## src/rtl/hidden_cpu_pkg.sv

```systemverilog
// Shared constants for the hidden CPU instruction sequencer: FSM encodings,
// opcode field values and instruction width.
package hidden_cpu_pkg;

    localparam int unsigned INSTR_W = 6;

    localparam logic [2:0] S_IDLE  = 3'd0;
    localparam logic [2:0] S_LOAD  = 3'd1;
    localparam logic [2:0] S_PRIME = 3'd2;
    localparam logic [2:0] S_RUN   = 3'd3;
    localparam logic [2:0] S_DONE  = 3'd4;

    // Opcode field, instr[5:4]
    localparam logic [1:0] OP_MOV = 2'b00;
    localparam logic [1:0] OP_ADD = 2'b01;
    localparam logic [1:0] OP_SUB = 2'b10;
    localparam logic [1:0] OP_BR  = 2'b11;

endpackage

```

## src/rtl/hidden_prog_store.sv

```systemverilog
// Program store: DEPTH x INSTR_W register file, one synchronous write port,
// one asynchronous read port, contents not reset.
module hidden_prog_store
    import hidden_cpu_pkg::*;
#(
    parameter int unsigned DEPTH  = 16,
    parameter int unsigned ADDR_W = 4
) (
    input  logic               clk,
    input  logic               we,
    input  logic [ADDR_W-1:0]  wrAddr,
    input  logic [INSTR_W-1:0] wrData,
    input  logic [ADDR_W-1:0]  rdAddr,
    output logic [INSTR_W-1:0] rdData
);

    logic [INSTR_W-1:0] mem [DEPTH];

    always_ff @(posedge clk) begin
        if (we) begin
            mem[wrAddr] <= wrData;
        end
    end

    assign rdData = mem[rdAddr];

endmodule

```

## src/rtl/hidden_cpu_sequencer.sv

```systemverilog
// Instruction sequencer for the 8-bit hidden CPU: loads a program over a
// valid/ready stream, then issues it with branch, step, halt and watchdog.
module hidden_cpu_sequencer
    import hidden_cpu_pkg::*;
#(
    parameter int unsigned DEPTH      = 16,
    parameter int unsigned ADDR_W     = 4,
    parameter int unsigned MAX_CYCLES = 1000
) (
    input  logic               clk,
    input  logic               rst,
    input  logic               load_start,
    input  logic               ld_valid,
    input  logic [INSTR_W-1:0] ld_data,
    input  logic               ld_last,
    output logic               ld_ready,
    input  logic               run_start,
    input  logic               step_mode,
    input  logic               step_req,
    input  logic               halt_req,
    input  logic               br_taken,
    input  logic [7:0]         br_off,
    output logic               instr_valid,
    output logic [INSTR_W-1:0] instr,
    output logic               core_rst,
    output logic               busy,
    output logic               done,
    output logic               timeout,
    output logic [ADDR_W:0]    prog_len,
    output logic [15:0]        issue_cnt
);

    localparam logic [ADDR_W:0] DEPTH_W = (ADDR_W+1)'(DEPTH);
    localparam logic [ADDR_W:0] ONE_W   = (ADDR_W+1)'(1);

    logic [2:0]         state;
    logic [ADDR_W-1:0]  ptr;
    logic [ADDR_W:0]    wrPtr;
    logic               ldFire;
    logic               ldEnd;
    logic               issue;
    logic [ADDR_W-1:0]  brTarget;
    logic [ADDR_W:0]    ptrNextWide;
    logic               endProg;
    logic [15:0]        cntNext;
    logic               hitMax;
    logic [ADDR_W-1:0]  rdAddr;
    logic [INSTR_W-1:0] rdData;
    logic               unusedBrHi;

    assign ld_ready = (state == S_LOAD) && (wrPtr < DEPTH_W);
    assign ldFire   = ld_valid && ld_ready;
    assign ldEnd    = ldFire && (ld_last || (wrPtr == DEPTH_W - ONE_W));

    assign issue = (state == S_RUN) && !halt_req && (!step_mode || step_req);

    // Branch target wraps modulo DEPTH; sequential advance keeps the carry so
    // running off the end of a full store is caught by the prog_len compare.
    assign brTarget    = ptr + br_off[ADDR_W-1:0];
    assign unusedBrHi  = ^br_off[7:ADDR_W];
    assign ptrNextWide = br_taken ? {1'b0, brTarget} : ({1'b0, ptr} + ONE_W);
    assign endProg     = ptrNextWide >= prog_len;

    assign cntNext = (issue_cnt == 16'hFFFF) ? issue_cnt : issue_cnt + 16'd1;
    assign hitMax  = 32'(cntNext) >= MAX_CYCLES;

    // instr is registered from the address the next cycle will issue.
    assign rdAddr = (state == S_RUN) ? ptrNextWide[ADDR_W-1:0] : '0;

    assign instr_valid = issue;
    assign core_rst    = !((state == S_RUN) || (state == S_DONE));
    assign busy        = (state == S_LOAD) || (state == S_PRIME) || (state == S_RUN);
    assign done        = (state == S_DONE);

    hidden_prog_store #(
        .DEPTH  (DEPTH),
        .ADDR_W (ADDR_W)
    ) u_store (
        .clk    (clk),
        .we     (ldFire),
        .wrAddr (wrPtr[ADDR_W-1:0]),
        .wrData (ld_data),
        .rdAddr (rdAddr),
        .rdData (rdData)
    );

    always_ff @(posedge clk or posedge rst) begin
        if (rst) begin
            state     <= S_IDLE;
            ptr       <= '0;
            wrPtr     <= '0;
            prog_len  <= '0;
            issue_cnt <= '0;
            instr     <= '0;
            timeout   <= 1'b0;
        end else begin
            case (state)
                S_IDLE, S_DONE: begin
                    if (load_start) begin
                        state <= S_LOAD;
                        wrPtr <= '0;
                    end else if (run_start) begin
                        state <= (prog_len == '0) ? S_DONE : S_PRIME;
                    end
                end
                S_LOAD: begin
                    if (ldFire) begin
                        wrPtr <= wrPtr + ONE_W;
                    end
                    if (ldEnd) begin
                        prog_len <= wrPtr + ONE_W;
                        state    <= S_IDLE;
                    end
                end
                S_PRIME: begin
                    ptr       <= '0;
                    issue_cnt <= '0;
                    timeout   <= 1'b0;
                    instr     <= rdData;
                    state     <= S_RUN;
                end
                S_RUN: begin
                    if (halt_req) begin
                        state <= S_DONE;
                    end else if (issue) begin
                        issue_cnt <= cntNext;
                        ptr       <= ptrNextWide[ADDR_W-1:0];
                        instr     <= rdData;
                        if (hitMax) begin
                            state   <= S_DONE;
                            timeout <= 1'b1;
                        end else if (endProg) begin
                            state <= S_DONE;
                        end
                    end
                end
                default: state <= S_IDLE;
            endcase
        end
    end

endmodule
```

## config.mk

```make
export PLATFORM = sky130hd
export DESIGN_NAME = hidden_cpu_sequencer
export DESIGN_NICKNAME = d
export VERILOG_FILES = /design/src/rtl/hidden_cpu_pkg.sv /design/src/rtl/hidden_prog_store.sv /design/src/rtl/hidden_cpu_sequencer.sv
export SDC_FILE = /design/constraint.sdc
export NUM_CORES = 1
export LEC_CHECK = 0
export CAP_MARGIN = 30
export CORE_AREA = 2 2 124 126
export DETAILED_ROUTE_END_ITERATION = 10
export DIE_AREA = 0 0 126 128
export HOLD_SLACK_MARGIN = 0.15
export MAX_ROUTING_LAYER = met4
export PLACE_DENSITY = 0.71
export REMOVE_ABC_BUFFERS = 1
export SYNTH_ARGS = -nofsm -noshare
export SYNTH_HDL_FRONTEND = slang
export SYNTH_SLANG_ARGS = --single-unit
```

## constraint.sdc

```tcl
create_clock -name clk -period 4.7 [get_ports clk]
set_clock_uncertainty 0.05 [all_clocks]
set_input_delay 0.94 -clock clk [delete_from_list [all_inputs] [get_ports clk]]
set_output_delay 0.94 -clock clk [all_outputs]
set_load 0.005 [all_outputs]
```

==> out/results.ini <==
[run_status]
status=finished clean

[setup_path]
start_kind=primary input
worstPathCellList=clkdlybuf4s50_1 > ha_1 > fa_1 > xnor2_1 > mux2_2 > inv_1 > ha_1 > a211oi_1 > o21a_1 > o2111ai_2 > nand3_2 > mux2_4
cp-end-kind=register
cp_data_arrival_time_ps=3960
required_ps=4960
crit_fanout=15
reg2reg_to=state[2]
r2r_slack_ps=1520
crit_slowest_cell=clkdlybuf4s50_1
crit_type=primary input to register
critPathMostFrequentCell=ha_1
reg2reg_depth=11
cpPeakStageDelay_ps=420
r2r-start=ptr[0]

[synthesis]
synth_seq_area_share=0.597
synth_top_cell_area_share=0.443
syn_inst=569
ys_seq_elements=136
synthArstFlopShare=0.294
ys_types=64
yosys_warnings=0
synth_top_area_cell=edfxtp_1
synth.most_common_cell=edfxtp_1
synthFlopType=edfxtp_1
synth.area.top_cells=edfxtp_1 (44%), dfrtp_1 (15%), nand2_1 (5.0%)
synth_area_per_cell_um2=11.4
synthTopCellsByCount=edfxtp_1 (96), nand2_1 (87), dfrtp_1 (40)
synth_edf_count=96
synth_area_mm2=0.00651

[sta]
finalCriticalPeriod_ps=3700
hold_viol=0
maxSlewViolCount=0
whs_ps=440
fmax_mhz=270
timing.final.ws_setup_ps=996
slew_headroom=0.336
setup_viol=0
setup_tns_ps=0
worst_pin_slew_ps=988
timing.final.crit_share=0.788
rsz0062_at_grt=no

[die]
initial_utilization=0.438
die_x_um=126
die-area_mm2=0.0161
core_area_mm2=0.0149
io_pins=57
placementRows=45
die_h_um=128

[route]
via_count=4841
topRoutingLayerUsed=met4
route.met3.wl_um=913
wl_met1_mm=6.38
dr.pass1.iters=5
drt_iter0_drc=470
avgRoutedWirePerCell_um=19.0
wirelength_mm=15.6
met2_length_mm=7.92
drt.antenna.violating_nets=0
drc=0
avgViaCountPerCell=5.90

[cts]
clk_latency_ps=430
clock-sinks=136
holdBufCountCts=0
cts_root_buf=clkbuf_16
path_clk_slew_ps=60
clk_path_buf_depth=2
h-tree-depth=4
cts_tree=done
cts_setup_buffers=0
ctsResizeCount=0
cts_inserted_buffers=17

[power]
power.leakage_uw=0.00289
powerDensity_mw_per_mm2=502
peakVddDrop_uv=278

[placed_design]
dpl_cell_area_mm2=0.00723
pre_cts_ws_ps=548
portBuffers=52
gp_congestion=0.922
place.detailed.hpwl_mm=10.7

[global_routing]
grt_pass1_wl_mm=24.8
overflow=0
grt_pass1_vias=4861
grt_usage=0.205
antenna_found_initial=0
grt_start_max_net_pins=20

[cells_and_area]
drive_above_1_share=0.103
antenna_cells=0
utilization=0.526
final_cell_area_mm2=0.00781
final_nets=661
syn_to_final_growth_pct=20.0

[hold_path]
min_from=wrPtr[4]
hold-path-endpoint=wrPtr[4]
whs_path_depth=2
hold_class=register to register

[run]
max_cap_violations=0

==> sequential cells by signal, summed over array words and instances (netlist names) <==
name         count
instr            6
issue_cnt       16
timeout          1
u_store.mem     96
ptr              4
state            3
wrPtr            5
prog_len         5
==> where the power goes <==
part           switching (uW)  internal [uW]  leakage [uW]
logic                     630            476       0.00122
registers                 106           1390       0.00139
clock network             530            791      0.000283
total                    1270           2660       0.00289
==> per-layer routing <==
| metal | GRT usage | vias up |
|---|---|---|
| li1 | - | 2244 |
| met1 | 0.242 | 2365 |
| met2 | 0.336 | 205 |
| met3 | 0.0430 | 27 |
| met4 | 0.101 | 0 |
| met5 | - | - |
==> cells by family after synthesis <==
family	after synthesis	synth area share
AO/OA/AOI/OAI	145	0.148
XOR/XNOR	7	0.00942
adder cells (fa/ha/maj)	16	0.0319
buffers and inverters	45	0.0273
flip-flops	136	0.597
multiplexers	21	0.0421
AND/OR/NAND/NOR	199	0.145
==> cell usage in the layout (no fill, tap or decap), drive strengths merged, types with 10 or more instances in the layout <==
| cell type | instances |
|---|---|
| edfxtp | 96 |
| nand3 | 22 |
| clkdlybuf4s50 | 52 |
| a21boi | 13 |
| inv | 24 |
| ha | 15 |
| o21ai | 35 |
| nand2 | 87 |
| a2111oi | 11 |
| dfrtp | 40 |
| a21oi | 35 |
| nor2 | 38 |
| clkbuf | 17 |
| nor3 | 10 |
==> critical path, delay by kind of cell <==
| family | cells | cell delay, ps |
|---|---|---|
| fa+ha+maj | 3 | 920 |
| mux | 2 | 710 |
| buf+inv | 2 | 600 |
| compound gates | 3 | 490 |
| xor+xnor | 1 | 150 |
| simple gates | 1 | 150 |
==> area by class of cell <==
cell class                 count  area [um^2]
sequential                   136         3880
clock inverter                14          161
clock buffer                  17          425
fill                        1267         7050
timing repair buffer          61          596
inverter                      17         63.8
tap                          188          235
multi-input combinational    388         2450
==> through the flow <==
step           instances  power, uW
4_1_cts              821       3930
6_report             821       3930
2_1_floorplan        541       2140
3_5_place_dp         790       2610
5_1_grt              821       4110
3_3_place_gp         789       2580
==> worst max-delay path by stage <==
stage	start	endpoint	cells after the start	slack (ps)
floorplan	br_off[0]	instr[2]	9	1050
global placement	br_off[0]	state[2]	12	550
detailed placement	br_off[0]	state[2]	12	550
CTS	br_off[0]	state[2]	12	980
global route	br_off[0]	state[2]	12	810
finish	br_off[0]	state[2]	12	1000
(Power assumes the default switching activity.)
